[src/rtl/sram_like_axi_bridge_pkg.sv]
//------------------------------------------------------------------------------
// Module : sram_axi_pkg
// Brief  : Shared encodings for the SRAM-like to AXI3 bridge.
// Rev    : 1.0 - initial release
//------------------------------------------------------------------------------
`default_nettype none

package sram_axi_pkg;

  typedef enum logic [2:0] {
    S_IDLE    = 3'd0,
    S_RD_ADDR = 3'd1,
    S_RD_DATA = 3'd2,
    S_WR_REQ  = 3'd3,
    S_WR_RESP = 3'd4
  } state_e;

  typedef enum logic {
    SRC_INST = 1'b0,
    SRC_DATA = 1'b1
  } src_e;

  localparam logic [1:0] SZ_BYTE    = 2'b00;
  localparam logic [1:0] SZ_HALF    = 2'b01;
  localparam logic [1:0] SZ_WORD    = 2'b10;

  localparam logic [3:0] LEN0       = 4'd0;
  localparam logic [1:0] BURST_INCR = 2'b01;
  localparam logic [1:0] LOCK0      = 2'b00;
  localparam logic [3:0] CACHE0     = 4'd0;
  localparam logic [2:0] PROT0      = 3'd0;

  // Byte lanes follow the low address bits; data itself is never shifted.
  function automatic logic [3:0] calc_wstrb(input logic [1:0] size, input logic [1:0] addr_lo);
    case (size)
      SZ_BYTE: calc_wstrb = 4'b0001 << addr_lo;
      SZ_HALF: calc_wstrb = addr_lo[1] ? 4'b1100 : 4'b0011;
      default: calc_wstrb = 4'b1111;
    endcase
  endfunction

endpackage

`default_nettype wire

[src/rtl/sram_like_axi_bridge_arbiter.sv]
//------------------------------------------------------------------------------
// Module : sram_like_arbiter
// Brief  : Fixed-priority (data over inst) grant and request latch.
// Rev    : 1.0 - initial release
//------------------------------------------------------------------------------
`default_nettype none

module sram_like_arbiter
  import sram_axi_pkg::*;
#(
  parameter int ADDR_W = 32,
  parameter int DATA_W = 32
) (
  input  logic              clk,
  input  logic              rst,
  input  logic              en,
  input  logic              inst_req,
  input  logic              inst_wr,
  input  logic [1:0]        inst_size,
  input  logic [ADDR_W-1:0] inst_addr,
  input  logic [DATA_W-1:0] inst_wdata,
  input  logic              data_req,
  input  logic              data_wr,
  input  logic [1:0]        data_size,
  input  logic [ADDR_W-1:0] data_addr,
  input  logic [DATA_W-1:0] data_wdata,
  output logic              inst_addr_ok,
  output logic              data_addr_ok,
  output logic              grant,
  output logic              grant_wr,
  output src_e              lat_src,
  output logic              lat_wr,
  output logic [1:0]        lat_size,
  output logic [ADDR_W-1:0] lat_addr,
  output logic [DATA_W-1:0] lat_wdata
);

  logic w_pick_data;
  logic w_pick_inst;

  assign w_pick_data  = en && data_req;
  assign w_pick_inst  = en && !data_req && inst_req;
  assign data_addr_ok = w_pick_data;
  assign inst_addr_ok = w_pick_inst;
  assign grant        = w_pick_data || w_pick_inst;
  assign grant_wr     = data_req ? data_wr : inst_wr;

  always_ff @(posedge clk) begin
    if (rst) begin
      lat_src   <= SRC_INST;
      lat_wr    <= 1'b0;
      lat_size  <= 2'b00;
      lat_addr  <= '0;
      lat_wdata <= '0;
    end else if (grant) begin
      lat_src   <= w_pick_data ? SRC_DATA : SRC_INST;
      lat_wr    <= w_pick_data ? data_wr    : inst_wr;
      lat_size  <= w_pick_data ? data_size  : inst_size;
      lat_addr  <= w_pick_data ? data_addr  : inst_addr;
      lat_wdata <= w_pick_data ? data_wdata : inst_wdata;
    end
  end

endmodule

`default_nettype wire

[src/rtl/sram_like_axi_bridge.sv]
//------------------------------------------------------------------------------
// Module : sram_like_axi_bridge
// Brief  : Inst/data SRAM-like masters onto one single-outstanding AXI3 port.
//          Optional sticky bus_err output under SRAM_AXI_RESP_ERR_EN.
// Rev    : 1.0 - initial release
//------------------------------------------------------------------------------
`default_nettype none

module sram_like_axi_bridge
  import sram_axi_pkg::*;
#(
  parameter int         ADDR_W  = 32,
  parameter int         DATA_W  = 32,
  parameter logic [3:0] INST_ID = 4'd0,
  parameter logic [3:0] DATA_ID = 4'd1
) (
  input  logic              clk,
  input  logic              rst,
  input  logic              inst_req,
  input  logic              inst_wr,
  input  logic [1:0]        inst_size,
  input  logic [ADDR_W-1:0] inst_addr,
  input  logic [DATA_W-1:0] inst_wdata,
  output logic [DATA_W-1:0] inst_rdata,
  output logic              inst_addr_ok,
  output logic              inst_data_ok,
  input  logic              data_req,
  input  logic              data_wr,
  input  logic [1:0]        data_size,
  input  logic [ADDR_W-1:0] data_addr,
  input  logic [DATA_W-1:0] data_wdata,
  output logic [DATA_W-1:0] data_rdata,
  output logic              data_addr_ok,
  output logic              data_data_ok,
  output logic [3:0]        arid,
  output logic [ADDR_W-1:0] araddr,
  output logic [3:0]        arlen,
  output logic [2:0]        arsize,
  output logic [1:0]        arburst,
  output logic [1:0]        arlock,
  output logic [3:0]        arcache,
  output logic [2:0]        arprot,
  output logic              arvalid,
  input  logic              arready,
  input  logic [3:0]        rid,
  input  logic [DATA_W-1:0] rdata,
  input  logic [1:0]        rresp,
  input  logic              rlast,
  input  logic              rvalid,
  output logic              rready,
  output logic [3:0]        awid,
  output logic [ADDR_W-1:0] awaddr,
  output logic [3:0]        awlen,
  output logic [2:0]        awsize,
  output logic [1:0]        awburst,
  output logic [1:0]        awlock,
  output logic [3:0]        awcache,
  output logic [2:0]        awprot,
  output logic              awvalid,
  input  logic              awready,
  output logic [3:0]        wid,
  output logic [DATA_W-1:0] wdata,
  output logic [3:0]        wstrb,
  output logic              wlast,
  output logic              wvalid,
  input  logic              wready,
  input  logic [3:0]        bid,
  input  logic [1:0]        bresp,
  input  logic              bvalid,
  output logic              bready
`ifdef SRAM_AXI_RESP_ERR_EN
  ,
  output logic              bus_err
`endif
);

  state_e            r_state;
  logic              r_arvalid;
  logic              r_rready;
  logic              r_awvalid;
  logic              r_wvalid;
  logic              r_bready;
  logic              r_aw_done;
  logic              r_w_done;

  logic              w_arb_en;
  logic              w_grant;
  logic              w_grant_wr;
  src_e              r_src;
  logic              r_wr;
  logic [1:0]        r_size;
  logic [ADDR_W-1:0] r_addr;
  logic [DATA_W-1:0] r_wdata;
  logic [3:0]        w_id;
  logic              w_aw_fin;
  logic              w_w_fin;
  logic              w_rd_fin;
  logic              w_wr_fin;
  logic              w_fin;
  logic              w_unused;

  // Gating with rst keeps a reset cycle from producing handshakes.
  assign w_arb_en = (r_state == S_IDLE) && !rst;

  sram_like_arbiter #(
    .ADDR_W (ADDR_W),
    .DATA_W (DATA_W)
  ) u_arbiter (
    .clk          (clk),
    .rst          (rst),
    .en           (w_arb_en),
    .inst_req     (inst_req),
    .inst_wr      (inst_wr),
    .inst_size    (inst_size),
    .inst_addr    (inst_addr),
    .inst_wdata   (inst_wdata),
    .data_req     (data_req),
    .data_wr      (data_wr),
    .data_size    (data_size),
    .data_addr    (data_addr),
    .data_wdata   (data_wdata),
    .inst_addr_ok (inst_addr_ok),
    .data_addr_ok (data_addr_ok),
    .grant        (w_grant),
    .grant_wr     (w_grant_wr),
    .lat_src      (r_src),
    .lat_wr       (r_wr),
    .lat_size     (r_size),
    .lat_addr     (r_addr),
    .lat_wdata    (r_wdata)
  );

  assign w_aw_fin = r_aw_done || (r_awvalid && awready);
  assign w_w_fin  = r_w_done  || (r_wvalid  && wready);
  assign w_rd_fin = (r_state == S_RD_DATA) && rvalid && !rst;
  assign w_wr_fin = (r_state == S_WR_RESP) && bvalid && !rst;
  assign w_fin    = w_rd_fin || w_wr_fin;

  always_ff @(posedge clk) begin
    if (rst) begin
      r_state   <= S_IDLE;
      r_arvalid <= 1'b0;
      r_rready  <= 1'b0;
      r_awvalid <= 1'b0;
      r_wvalid  <= 1'b0;
      r_bready  <= 1'b0;
      r_aw_done <= 1'b0;
      r_w_done  <= 1'b0;
    end else begin
      case (r_state)
        S_IDLE: begin
          if (w_grant) begin
            if (w_grant_wr) begin
              r_state   <= S_WR_REQ;
              r_awvalid <= 1'b1;
              r_wvalid  <= 1'b1;
            end else begin
              r_state   <= S_RD_ADDR;
              r_arvalid <= 1'b1;
            end
          end
        end
        S_RD_ADDR: begin
          if (arready) begin
            r_arvalid <= 1'b0;
            r_rready  <= 1'b1;
            r_state   <= S_RD_DATA;
          end
        end
        S_RD_DATA: begin
          if (rvalid) begin
            r_rready <= 1'b0;
            r_state  <= S_IDLE;
          end
        end
        S_WR_REQ: begin
          if (r_awvalid && awready) begin
            r_awvalid <= 1'b0;
            r_aw_done <= 1'b1;
          end
          if (r_wvalid && wready) begin
            r_wvalid <= 1'b0;
            r_w_done <= 1'b1;
          end
          // Later assignments win, so the done flags clear on the exit cycle.
          if (w_aw_fin && w_w_fin) begin
            r_aw_done <= 1'b0;
            r_w_done  <= 1'b0;
            r_bready  <= 1'b1;
            r_state   <= S_WR_RESP;
          end
        end
        S_WR_RESP: begin
          if (bvalid) begin
            r_bready <= 1'b0;
            r_state  <= S_IDLE;
          end
        end
        default: r_state <= S_IDLE;
      endcase
    end
  end

  assign w_id = (r_src == SRC_DATA) ? DATA_ID : INST_ID;

  assign arid    = w_id;
  assign araddr  = r_addr;
  assign arsize  = {1'b0, r_size};
  assign arlen   = LEN0;
  assign arburst = BURST_INCR;
  assign arlock  = LOCK0;
  assign arcache = CACHE0;
  assign arprot  = PROT0;
  assign arvalid = r_arvalid;
  assign rready  = r_rready;

  assign awid    = w_id;
  assign awaddr  = r_addr;
  assign awsize  = {1'b0, r_size};
  assign awlen   = LEN0;
  assign awburst = BURST_INCR;
  assign awlock  = LOCK0;
  assign awcache = CACHE0;
  assign awprot  = PROT0;
  assign awvalid = r_awvalid;

  assign wid     = w_id;
  assign wdata   = r_wdata;
  assign wstrb   = calc_wstrb(r_size, r_addr[1:0]);
  assign wlast   = 1'b1;
  assign wvalid  = r_wvalid;
  assign bready  = r_bready;

  assign inst_rdata   = rdata;
  assign data_rdata   = rdata;
  assign inst_data_ok = w_fin && (r_src == SRC_INST);
  assign data_data_ok = w_fin && (r_src == SRC_DATA);

`ifdef SRAM_AXI_RESP_ERR_EN
  always_ff @(posedge clk) begin
    if (rst) begin
      bus_err <= 1'b0;
    end else if ((w_rd_fin && (rresp != 2'b00)) || (w_wr_fin && (bresp != 2'b00))) begin
      bus_err <= 1'b1;
    end
  end
`endif

  // IDs are not used for routing; the latched source decides.
  assign w_unused = ^{rid, rlast, bid, rresp, bresp, r_wr};

endmodule

`default_nettype wire

[config.mk]
export PLATFORM = sky130hd
export DESIGN_NAME = sram_like_axi_bridge
export DESIGN_NICKNAME = d
export VERILOG_FILES = /design/src/rtl/sram_like_axi_bridge_pkg.sv /design/src/rtl/sram_like_axi_bridge_arbiter.sv /design/src/rtl/sram_like_axi_bridge.sv
export SDC_FILE = /design/constraint.sdc
export NUM_CORES = 1
export LEC_CHECK = 0
export CORE_AREA = 2 2 159 161
export CTS_BUF_LIST = sky130_fd_sc_hd__clkbuf_2
export CTS_CLUSTER_DIAMETER = 150
export DETAILED_ROUTE_END_ITERATION = 16
export DIE_AREA = 0 0 161 163
export SLEW_MARGIN = 20
export SYNTH_ARGS = -nofsm -noshare
export SYNTH_HDL_FRONTEND = slang
export SYNTH_SLANG_ARGS = --single-unit
export TNS_END_PERCENT = 50
[constraint.sdc]
create_clock -name clk -period 3.7 [get_ports clk]
set_clock_uncertainty 0.1 [all_clocks]
set_input_delay 0.74 -clock clk [delete_from_list [all_inputs] [get_ports clk]]
set_output_delay 0.74 -clock clk [all_outputs]
set_load 0.02 [all_outputs]
; ---- Word-level counts from Yosys, hierarchy flattened
; Cells that the tools add are included.
[totals]
regBits = 77
out_inout_bits = 222
wordCells = 98
[op_classes]
eq_ne = 14
shift = 1
muxes = 35
bitwise = 1
n_reduce_logical = 35
[ops]
columns = cell, n
row1 = 32-bit 2-to-1 mux, 2
row2 = 1-bit 2-to-1 mux, 18
row3 = 3-bit 2-to-1 mux, 5
row4 = 3-bit case mux with 5 select lines, 1
row5 = 2-bit inequality test (second input constant), 7
row6 = 1-bit logical AND, 13
row7 = 4-bit AND reduction, 3
row8 = 2-bit nonzero test, 6
row9 = 1-bit case mux with 2 select lines, 5
row10 = 4-bit case mux with 2 select lines, 1
row11 = 3-bit by 2-bit equality test with 1-bit output (second input constant), 2
row12 = 3-bit AND reduction, 2
row13 = 5-bit AND reduction, 1
row14 = 1-bit logical OR, 4
row15 = 2-bit 2-to-1 mux, 2
row16 = 4-bit 2-to-1 mux, 1
row17 = 2-bit by 1-bit inequality test with 1-bit output (second input constant), 2
row18 = 2-bit AND reduction, 2
row19 = 1-bit by 2-bit left shift with 4-bit output (first input constant), 1
row20 = 3-bit by 1-bit equality test with 1-bit output (second input constant), 1
row21 = 3-bit equality test (second input constant), 1
row22 = 3-bit zero test, 1
row23 = 2-bit by 1-bit equality test with 1-bit output (second input constant), 1
row24 = 1-bit zero test, 2
row25 = other kinds (2), 2

; ---- Depth between registers and ports, before layout
[logic_depth]
word_depth = 7
ltp_mapped = 8
depth_no_buf = 5

; ---- Hierarchy
; Synthesis repeated with hierarchy kept, for this count alone.
[unflattened]
hier_cells = 528
area_unflattened_um2 = 5240.0
[modules_own_cells]
columns = module, instances, cells_per_inst, area_each_um2, seq_area_each_um2
row1 = sram_like_arbiter, 1, 315, 3565.9, 1361.3
row2 = sram_like_axi_bridge, 1, 213, 1674.1, 200.2

; ---- Worst setup path before layout
; No wires, ideal clock.
[synth_path]
path_type = input-to-output
start = input port rst
end = output port inst_data_ok
arrival_time_ns = 2.174
setup_slack_ns = 0.686
stages = 3
path_buffers = 2
cell_sequence = clkbuf_1 -> clkbuf_1 -> a2111oi_0
[synth_between]
elab_chain_len = 4
elab_cells_between_ends = 5
classes_between = 5 x reduce/logical
[synth_rtl]
columns = element, line_no
row1 = "start, declared", sram_like_axi_bridge.sv:18  ; input logic rst,
row2 = 1-bit zero test (*), "sram_like_axi_bridge.sv:135, sram_like_axi_bridge.sv:136"
row3 = 1-bit logical AND (on tied branches), "sram_like_axi_bridge.sv:135, sram_like_axi_bridge.sv:136"
row4 = 1-bit logical OR (*), sram_like_axi_bridge.sv:137  ; assign w_fin = w_rd_fin || w_wr_fin;
row5 = 1-bit logical AND (*), sram_like_axi_bridge.sv:236  ; assign inst_data_ok = w_fin && (r_src == SRC_INST);
row6 = "end, declared", sram_like_axi_bridge.sv:26  ; output logic inst_data_ok,
; Mark *: on every way between the ends. The rest lies on a longest branch, timed or not.

; ---- Worst setup path in the final report
[layout_path]
start = input port rvalid
end = output port inst_data_ok
[layout_between]
elab_chain_len = 4
[layout_rtl]
columns = element, line_no
row1 = "start, declared", sram_like_axi_bridge.sv:49  ; input logic rvalid,
row2 = 1-bit logical AND (2 in a row), sram_like_axi_bridge.sv:135  ; assign w_rd_fin = (r_state == S_RD_DATA) && rvalid && !rst;
row3 = 1-bit logical OR, sram_like_axi_bridge.sv:137
row4 = 1-bit logical AND, sram_like_axi_bridge.sv:236
; Every way passes these cells.

==> flow_summary_export.csv <==
group,metric,value,unit
outcome,status,"finished, final reports clean",
route,drtPass1Iterations,4,
route,vias_per_cell,4.06,
power,p_per_area,490,nW/um2
timing,rsz0062_at_grt,"no",
grt,grt_pass1_vias,3991,
timing,setup_slack,0.409,ns
route,drtIter0Drc,269,
final_layout,seq_area,1540,um2
final_layout,syn_to_final_growth,44.3,%
placed_design,dp_worst_setup_slack,0.375,ns
setup_path,worst_path_dominant_cell_family,"buffers and inverters",
grt,track_usage,0.112,
floorplanning,fp.dieW,161,um
clocking,clk_pin_slew,0.21,ns
setup_path,ff2ff_path_depth,6,
setup_path,r2r-start,"r_state[2]",
floorplanning,rows,58,
grt,grt_first_pass_wirelength,22900,um
clocking,numCtsBuffers,9,
clocking,cts.path.max_buffers,2,
power,power.switching,1.37,mW
timing,max_freq,304,MHz
synthesis,netlist_area,4670,um2
setup_path,cp.required,2.86,ns
setup_path,end_kind,"output pin",
min_path,holdPathEnd,"arvalid",
synthesis,synth-warning-count,0,
setup_path,crit_path_start_kind,"input port",
timing,final.min_clock_period,3.29,ns
route,wire_per_inst,14.6,um
timing,setup_tns,0,ns
clocking,hold_buffers,0,
grt,grt_max_degree,134,
floorplanning,die_h,163,um
clocking,cts_resized,0,
power,peakVddDrop,160,uV
power,power.total,3.31,mW
power,p_clk_frac,0.153,
power,netSwitchingFraction,0.413,
min_path,hp-class,"register to register",
min_path,hold_start,"arvalid",
setup_path,worstPathArrival,2.45,ns
synthesis,synth_area_per_cell,7.89,um2
setup_path,path_cells,"clkdlybuf4s50_1, nand3b_1, a2111oi_0, clkdlybuf4s50_1",
setup_path,crit_path_max_fanout,3,
timing,max-slew-margin-rel,0.451,
route,route.antenna.remaining_nets,0,
timing,finalCritPeriodShare,0.889,
timing,slew_violations,0,
route,num_vias,4301,
grt,overflow,0,
synthesis,yosysUniqueCellTypes,37,
placed_design,gp_congestion,0.771,
power,combinationalPowerShare,0.496,
clocking,cts_tree,"built",
timing,worst_pin_slew,0.823,ns
clocking,cts_sinks,77,
floorplanning,ioPinCount,410,
setup_path,path_depth,4,
timing,setup_viol,0,
job,cap_violations,0,
clocking,cts_setup_buffers,0,
setup_path,slowest_delay,0.69,ns
route,remaining_drc_errors,0,
synthesis,ys_ff_latch,77,
placed_design,dp_hpwl,11000,um
synthesis,synthCells,592,
final_layout,multi_input_area,2020,um2
min_path,hold-path-cell-count,2,
power,seqPwrFrac,0.351,
grt,antenna_found_initial,1,
synthesis,yosysSeqAreaShare,0.330,
setup_path,crit_top_cell,"clkdlybuf4s50_1",
power,p_int,1.94,mW
clocking,root_buffer,"clkbuf_2",
timing,finalHoldViolCount,0,
setup_path,cpMaxStageDelayCell,"clkdlybuf4s50_1",
power,power_leakage,2.36,nW
clocking,htreeDepth,3,
route,routed_wl,15500,um
setup_path,crit_type,"input port to output pin",
floorplanning,dieArea,26200,um2
final_layout,nets,911,
setup_path,path_buf_inv,2,
setup_path,timing.rr.end,"u_arbiter.lat_addr[15]",
floorplanning,start_util,0.189,
final_layout,n_fill_cell,2684,
clocking,clkLatencyLatePin,0.55,ns
setup_path,r2r_setup_slack,1.24,ns
final_layout,final_layout_size_suffix_gt1_frac,0.0646,
placed_design,port_buffers,258,
floorplanning,coreArea,24700,um2
flip-flops by register name (all words and copies together) (netlist names):
signal,cells
u_arbiter.lat_addr,32
u_arbiter.lat_wdata,32
r_state,3
u_arbiter.lat_size,2
arvalid,1
awvalid,1
bready,1
r_aw_done,1
r_w_done,1
rready,1
u_arbiter.lat_src,1
wvalid,1
cell type report:
| type | count | area share |
|---|---|---|
| multi-input combinational | 367 | 0.300 |
| timing repair buffer | 263 | 0.390 |
| inverter | 5 | 0.00278 |
| clock inverter | 6 | 0.00946 |
| clock buffer | 10 | 0.00742 |
| tap | 330 | 0.0612 |
| antenna | 1 | 0.000371 |
| sequential | 77 | 0.229 |
metrics by stage:
| stage | utilization | std cells | hold slack, ns | instance area (um2) |
|---|---|---|---|---|
| global placement | 0.269 | 1042 | 0.368 | 6630 |
| CTS | 0.273 | 1058 | 0.326 | 6740 |
| global route | 0.273 | 1059 | 0.347 | 6740 |
| finish | 0.273 | 1059 | 0.386 | 6740 |
| floorplan | - | 632 | 0.410 | 4820 |
| detailed placement | 0.269 | 1042 | 0.368 | 6630 |
worst max path at each step:
| stage | start | endpoint | slack, ns |
|---|---|---|---|
| 2_1_floorplan | rst | inst_data_ok | 0.69 |
| 3_3_place_gp | rvalid | inst_data_ok | 0.33 |
| 3_5_place_dp | rvalid | inst_data_ok | 0.37 |
| 4_1_cts | r_state[2] | inst_data_ok | 0.31 |
| 5_1_grt | r_state[2] | inst_data_ok | 0.22 |
| 6_report | rvalid | inst_data_ok | 0.41 |
power by group through the flow:
stage               clock network (mW)  logic [mW]  registers (mW)
floorplan                            0       0.929            1.34
global placement                     0        1.65            1.17
detailed placement                   0        1.66            1.18
CTS                              0.552        1.66            1.16
global route                     0.575        1.75            1.19
finish                           0.506        1.64            1.16
worst min-delay path: cells and delay by family (launching register included):
family          cells  cell delay, ns
flops               1            0.36
compound gates      2            0.11
layer usage:
metal / GRT usage / up-vias / share of wire
met3: 0.0339 / 48 / 0.078
met1: 0.135 / 1970 / 0.42
met4: 0.0536 / 0 / 0.034
met2: 0.181 / 194 / 0.46
li1: - / 2089 / -
met5: 0 / - / 0
layout by cell type, fill, tap and decap left out, drive strengths merged, types with 2 or more instances in the layout:
cell / n
mux2i: 2
conb: 42
nand2b: 3
nand3: 3
nand3b: 3
inv: 5
clkbuf: 10
a311oi: 65
dfxtp: 77
o31ai: 2
clkinvlp: 2
a31oi: 2
buf: 6
nor3: 2
a21o: 3
a211oi: 3
a21boi: 2
clkdlybuf4s50: 257
clkinv: 3
nand2: 137
a21oi: 9
o311ai: 2
nor2: 73
and3: 2
o21bai: 2
a2111oi: 2
cells by family (layout without fill, tap and decap cells):
family	count (synthesis)	count (layout)	synth area share
other cells	2	43	0.00161
flops	77	77	0.330
mux	2	2	0.00428
simple gates	228	228	0.198
compound gates	95	95	0.194
buf+inv	188	284	0.273
synth_stat cells, drive strengths merged:
master   instances  area share
o21ai            1      0.0011
buf            163        0.25
a31oi            2      0.0027
a21oi            9      0.0096
nand3            3      0.0032
nor4             1      0.0046
inv              5      0.0040
clkbuf          20       0.016
and3b            1      0.0019
nor3             2      0.0021
a311oi          65        0.15
nand4            1      0.0013
nor2b            1      0.0013
nand3b           3      0.0056
dfxtp           77        0.33
or4b             1      0.0021
a22oi            1      0.0016
mux2i            2      0.0043
a211oi           3      0.0048
and3             2      0.0027
a21o             3      0.0048
a21boi           2      0.0032
nand2          137        0.11
o21bai           2      0.0032
nand2b           3      0.0040
o41a             1      0.0024
nor2            73       0.059
o311ai           2      0.0037
conb             2      0.0016
o31ai            2      0.0032
a2111oi          2      0.0037
Power figures use the tool's default switching activity.
==> edit 1: new RTL, same settings <==
Add a define of `SRAM_AXI_RESP_ERR_EN`.
--- a/src/rtl/sram_like_axi_bridge.sv
+++ b/src/rtl/sram_like_axi_bridge.sv
@@ -5,6 +5,8 @@
 // Rev    : 1.0 - initial release
 //------------------------------------------------------------------------------
 `default_nettype none
+
+`define SRAM_AXI_RESP_ERR_EN
 
 module sram_like_axi_bridge
   import sram_axi_pkg::*;
Function (old outputs only; new: bus_err): kept (Yosys induction, for registers that start in step).
==> edit 1 against the original RTL <==
  * Worst setup slack worse by 0.14 ns
  * Power up 9.2%
  * Design area up 0.52%
  * Register-to-register slack better by 0.22 ns
  * Wire length down 6.7%
  * Fmax down 4.1%
  * Combinational power up 16%
  * Sequential cell count up 1
  * Utilization up 0.14 points
  * Largest power group unchanged
  * Synthesized area down 0.19%
  * Synthesized cell count down 11%
==> edit 1: results (changes against the original RTL) <==
[global_routing]
use_met1 = 0.115  ; -0.0202
grt_pass1_vias = 3577  ; -10%
grt_max_degree = 84  ; -37%
grt_pass1_wl_mm = 21.2  ; -7.6%
grt_use_met2 = 0.182  ; +0.000780
grt_use_total = 0.106  ; -0.00537
grt_util_met3 = 0.0377  ; +0.00382

[placement]
post_dp_cell_area_mm2 = 0.00667  ; +0.59%
dpl.hpwl_mm = 10.7  ; -3.1%
gp_congestion = 0.714  ; -7.4%
numPortBuffers = 263  ; +1.9%
dp_slack_ns = 0.429  ; +0.0547 ns
dp_cells = 984  ; -5.6%

[power]
p_sw_mw = 1.49  ; +9.1%
power_leakage_nw = 2.75  ; +17%
ir_drop_uv = 207  ; +29%

[yosys]
synth.area.top_cells = dfxtp_1, buf_4, mux2i_1
ys_seq_area_frac = 0.335  ; +0.00491
yosys.cell_types.count = 38  ; +2.7%
ys_top_cells_by_count = buf_4, dfxtp_1, nor2_1, mux2i_1, a211oi_1
syn_area_per_cell_um2 = 8.90  ; +13%

[critical_path]
cp.arrival_ns = 2.59  ; +0.14 ns
crit_fanout = 12  ; +9
crit_path_start = r_state[2]
cp_slowest_stage_delay_ns = 0.66  ; -0.03 ns

[sta]
max-slew-margin-rel = 0.594  ; +0.143

[route]
drt_iter0_markers = 145  ; -46%
totalWireLength_mm = 14.4  ; -6.7%
via_count = 3919  ; -8.9%
via_per_inst = 3.92  ; -3.5%

[min_path]
min_from = u_arbiter.lat_wdata[14]

[clocking]
path_clk_slew_ns = 0.24  ; +0.03 ns
htree_levels = 3  ; unchanged

[final_layout]
final_layout_size_suffix_gt1_frac = 0.0448  ; -0.0197
nNetsFinal = 853  ; -6.4%

[run_status]
status = finished, final reports clean

==> edit 1: cell types whose count changed after synthesis, sizes merged, moves of 3 or more <==
cell	unedited run	this run
nand2	137	4
mux2i	2	66
a211oi	3	66
a311oi	65	3
clkbuf	20	13
nor3b	0	3
o21ai	1	4
==> edit 1: per-layer routing <==
metal	up-vias	routed length, um
li1	1926	-
met1	1718	5530
met2	228	7010
met3	47	1330
met4	0	572
met5	-	0
==> edit 1: final cells by class <==
cell class                      instances  area [um^2]
Antenna cell                            1         2.50
Clock buffer                           10         50.0
Clock inverter                          5         60.1
Fill cell                            2657        17900
Inverter                                5         18.8
Multi-Input combinational cell        303         1980
Sequential cell                        78         1560
Tap cell                              330          413
Timing Repair Buffer                  268         2690
==> edit 1: path summary, 6_finish.rpt <==
path,to,slack [ns],depth (start not counted)
worst max-delay path,inst_addr_ok,0.27,3
worst min-delay path,u_arbiter.lat_wdata[14],0.41,2
worst max register to register,u_arbiter.lat_wdata[17],1.46,5
worst min register to register,u_arbiter.lat_wdata[14],0.41,2
==> edit 1: logic make-up after synthesis <==
| kind of cell | synth area share |
|---|---|
| mux | 0.144 |
| other cells | 0.00161 |
| flops | 0.335 |
| simple gates | 0.0952 |
| compound gates | 0.152 |
| buf+inv | 0.273 |
==> edit 1: tightest hold or removal path, cell delays in order (launching register included) <==
cell      delay (ns)
dfxtp_1         0.36
nor2_1          0.09
a211oi_1        0.05
==> edit 1: power groups by stage <==
stage / Combinational, mW / Sequential (mW) / Clock (mW)
6_report: 1.91 / 1.22 / 0.486
5_1_grt: 2.04 / 1.25 / 0.564
4_1_cts: 1.93 / 1.23 / 0.543
3_5_place_dp: 1.92 / 1.25 / 0
3_3_place_gp: 1.91 / 1.24 / 0
2_1_floorplan: 1.14 / 1.39 / 0
==> edit 2: new RTL, same settings <==
Without the edit above. Re-encode `state_e` (5 states) as one-hot, 5 bits wide.
--- a/src/rtl/sram_like_axi_bridge_pkg.sv
+++ b/src/rtl/sram_like_axi_bridge_pkg.sv
@@ -7,12 +7,12 @@
 
 package sram_axi_pkg;
 
-  typedef enum logic [2:0] {
-    S_IDLE    = 3'd0,
-    S_RD_ADDR = 3'd1,
-    S_RD_DATA = 3'd2,
-    S_WR_REQ  = 3'd3,
-    S_WR_RESP = 3'd4
+  typedef enum logic [4:0] {
+    S_IDLE    = 5'b00001,
+    S_RD_ADDR = 5'b00010,
+    S_RD_DATA = 5'b00100,
+    S_WR_REQ  = 5'b01000,
+    S_WR_RESP = 5'b10000
   } state_e;
 
   typedef enum logic {
Formal check against the unedited RTL: no difference found for any inputs over 4 cycles, from zero or initial values and one cycle with rst high; so few cycles prove little.
==> edit 2 against the original RTL <==
  * Critical endpoint is now inst_addr_ok
  * Sequential cell count is 2 higher
  * Non-clock buffer count is 5 higher
  * Fmax is 3.7% lower
  * Worst setup slack worse by 0.13 ns
  * Synthesized area is 15% higher
  * Design area is 9.3% higher
  * Synthesized cell count is 3.5% higher
  * Wire length is 13% higher
  * Power is 2.7% lower
  * Largest cell class unchanged
  * Worst hold slack worse by 0.011 ns
==> edit 2: results (changes against the original RTL) <==
[yosys]
syn_area_per_cell_um2 = 8.78  ; +11%
yosys.cell_types.count = 46  ; +24%
ys_seq_area_frac = 0.294  ; -0.0361
ys.flop_type = dfxtp_1
synth_mux_area_frac = 0.00209  ; -0.00219
synth.area.top_cells = dfxtp_1, buf_4, a221oi_2
synth-compound-area-share = 0.311  ; +0.117
synth-xor-area-share = 0  ; unchanged
ys_top_cells_by_count = buf_4, dfxtp_1, inv_1, nor2_1, o2bb2ai_1

[power]
power_frac_comb = 0.493  ; -0.003
ir_drop_uv = 209  ; +30%
clkPwrFrac = 0.158  ; +0.005
comb_power_mw = 1.58  ; -4%
p_int_mw = 1.90  ; -2.3%
power_leakage_nw = 2.65  ; +12%

[run_status]
status = finished, final reports clean

[critical_path]
rrSetupSlack_ns = 1.18  ; -0.06 ns
cp.arrival_ns = 2.58  ; +0.13 ns
crit_fanout = 8  ; +5

[min_path]
worstHoldPathType = flip-flop to flip-flop

[final_layout]
final_layout_size_suffix_gt1_frac = 0.114  ; +0.0498
fin_cells = 1075  ; +1.5%
fillers = 2604  ; -3.0%
top_regs = u_arbiter.lat_addr x32, u_arbiter.lat_wdata x32, r_state x5
nNetsFinal = 926  ; +1.6%

[placement]
post_dp_cell_area_mm2 = 0.00724  ; +9.3%
gp_congestion = 0.820  ; +6.4%
dp_cells = 1057  ; +1.4%
dpl.hpwl_mm = 12.4  ; +13%
dp_slack_ns = 0.482  ; +0.107 ns

[global_routing]
grt_pass1_wl_mm = 25.4  ; +11%
use_met1 = 0.158  ; +0.0229
grt_util_met3 = 0.0369  ; +0.00306
grt_pass1_vias = 4217  ; +5.7%
grt_max_degree = 66  ; -51%
grt_use_met2 = 0.204  ; +0.0230
grt_use_total = 0.126  ; +0.0143

[sta]
whs_ns = 0.375  ; -0.0109 ns
fmax_mhz = 292  ; -3.7%
worst_slew_pin_slew_ns = 0.804  ; -0.0194 ns
fin_tns_setup_ns = 0  ; unchanged

[clocking]
htree_levels = 3  ; unchanged
path_clk_slew_ns = 0.22
clockBufferDepth = 2  ; unchanged

[route]
top_layer = met4
via_per_inst = 4.26  ; +4.9%
met2_length_mm = 8.11  ; +13%
first_pass_iters = 4  ; unchanged
totalWireLength_mm = 17.5  ; +13%
drt_iter0_markers = 250  ; -7.1%
wl_met3_mm = 1.41  ; +16%
wl_met1_mm = 7.48  ; +14%

## edit 2: worst paths after layout
check                         start                endpoint  depth (start not counted)
min reg2reg  u_arbiter.lat_wdata[4]  u_arbiter.lat_wdata[4]                          2
max                      r_state[0]            inst_addr_ok                          3
min          u_arbiter.lat_wdata[4]  u_arbiter.lat_wdata[4]                          2
max reg2reg              r_state[0]  u_arbiter.lat_wdata[0]                          4
## edit 2: timing repair
item / 4_1_cts / 5_1_grt
buffers inserted: 0 / 0
endpoints found under the setup margin: 0 / 1
resized for setup: 0 / 1
## edit 2: worst max-delay path, stage by stage, from the launching register on
cell	delay (ns)
dfxtp_1	0.49
or3b_1	0.54
nor4_1	0.35
clkdlybuf4s50_1	0.67
## edit 2: cell type report
cell class,count,area [um^2],area share
inverters,68,255,0.0346
diodes,2,5.00,0.000679
repair buffers,268,2660,0.360
clock inverters,6,68.8,0.00933
multi-input cells,312,2340,0.318
clock buffers,10,50.0,0.00679
well taps,330,413,0.0560
flip-flops and latches,79,1580,0.215
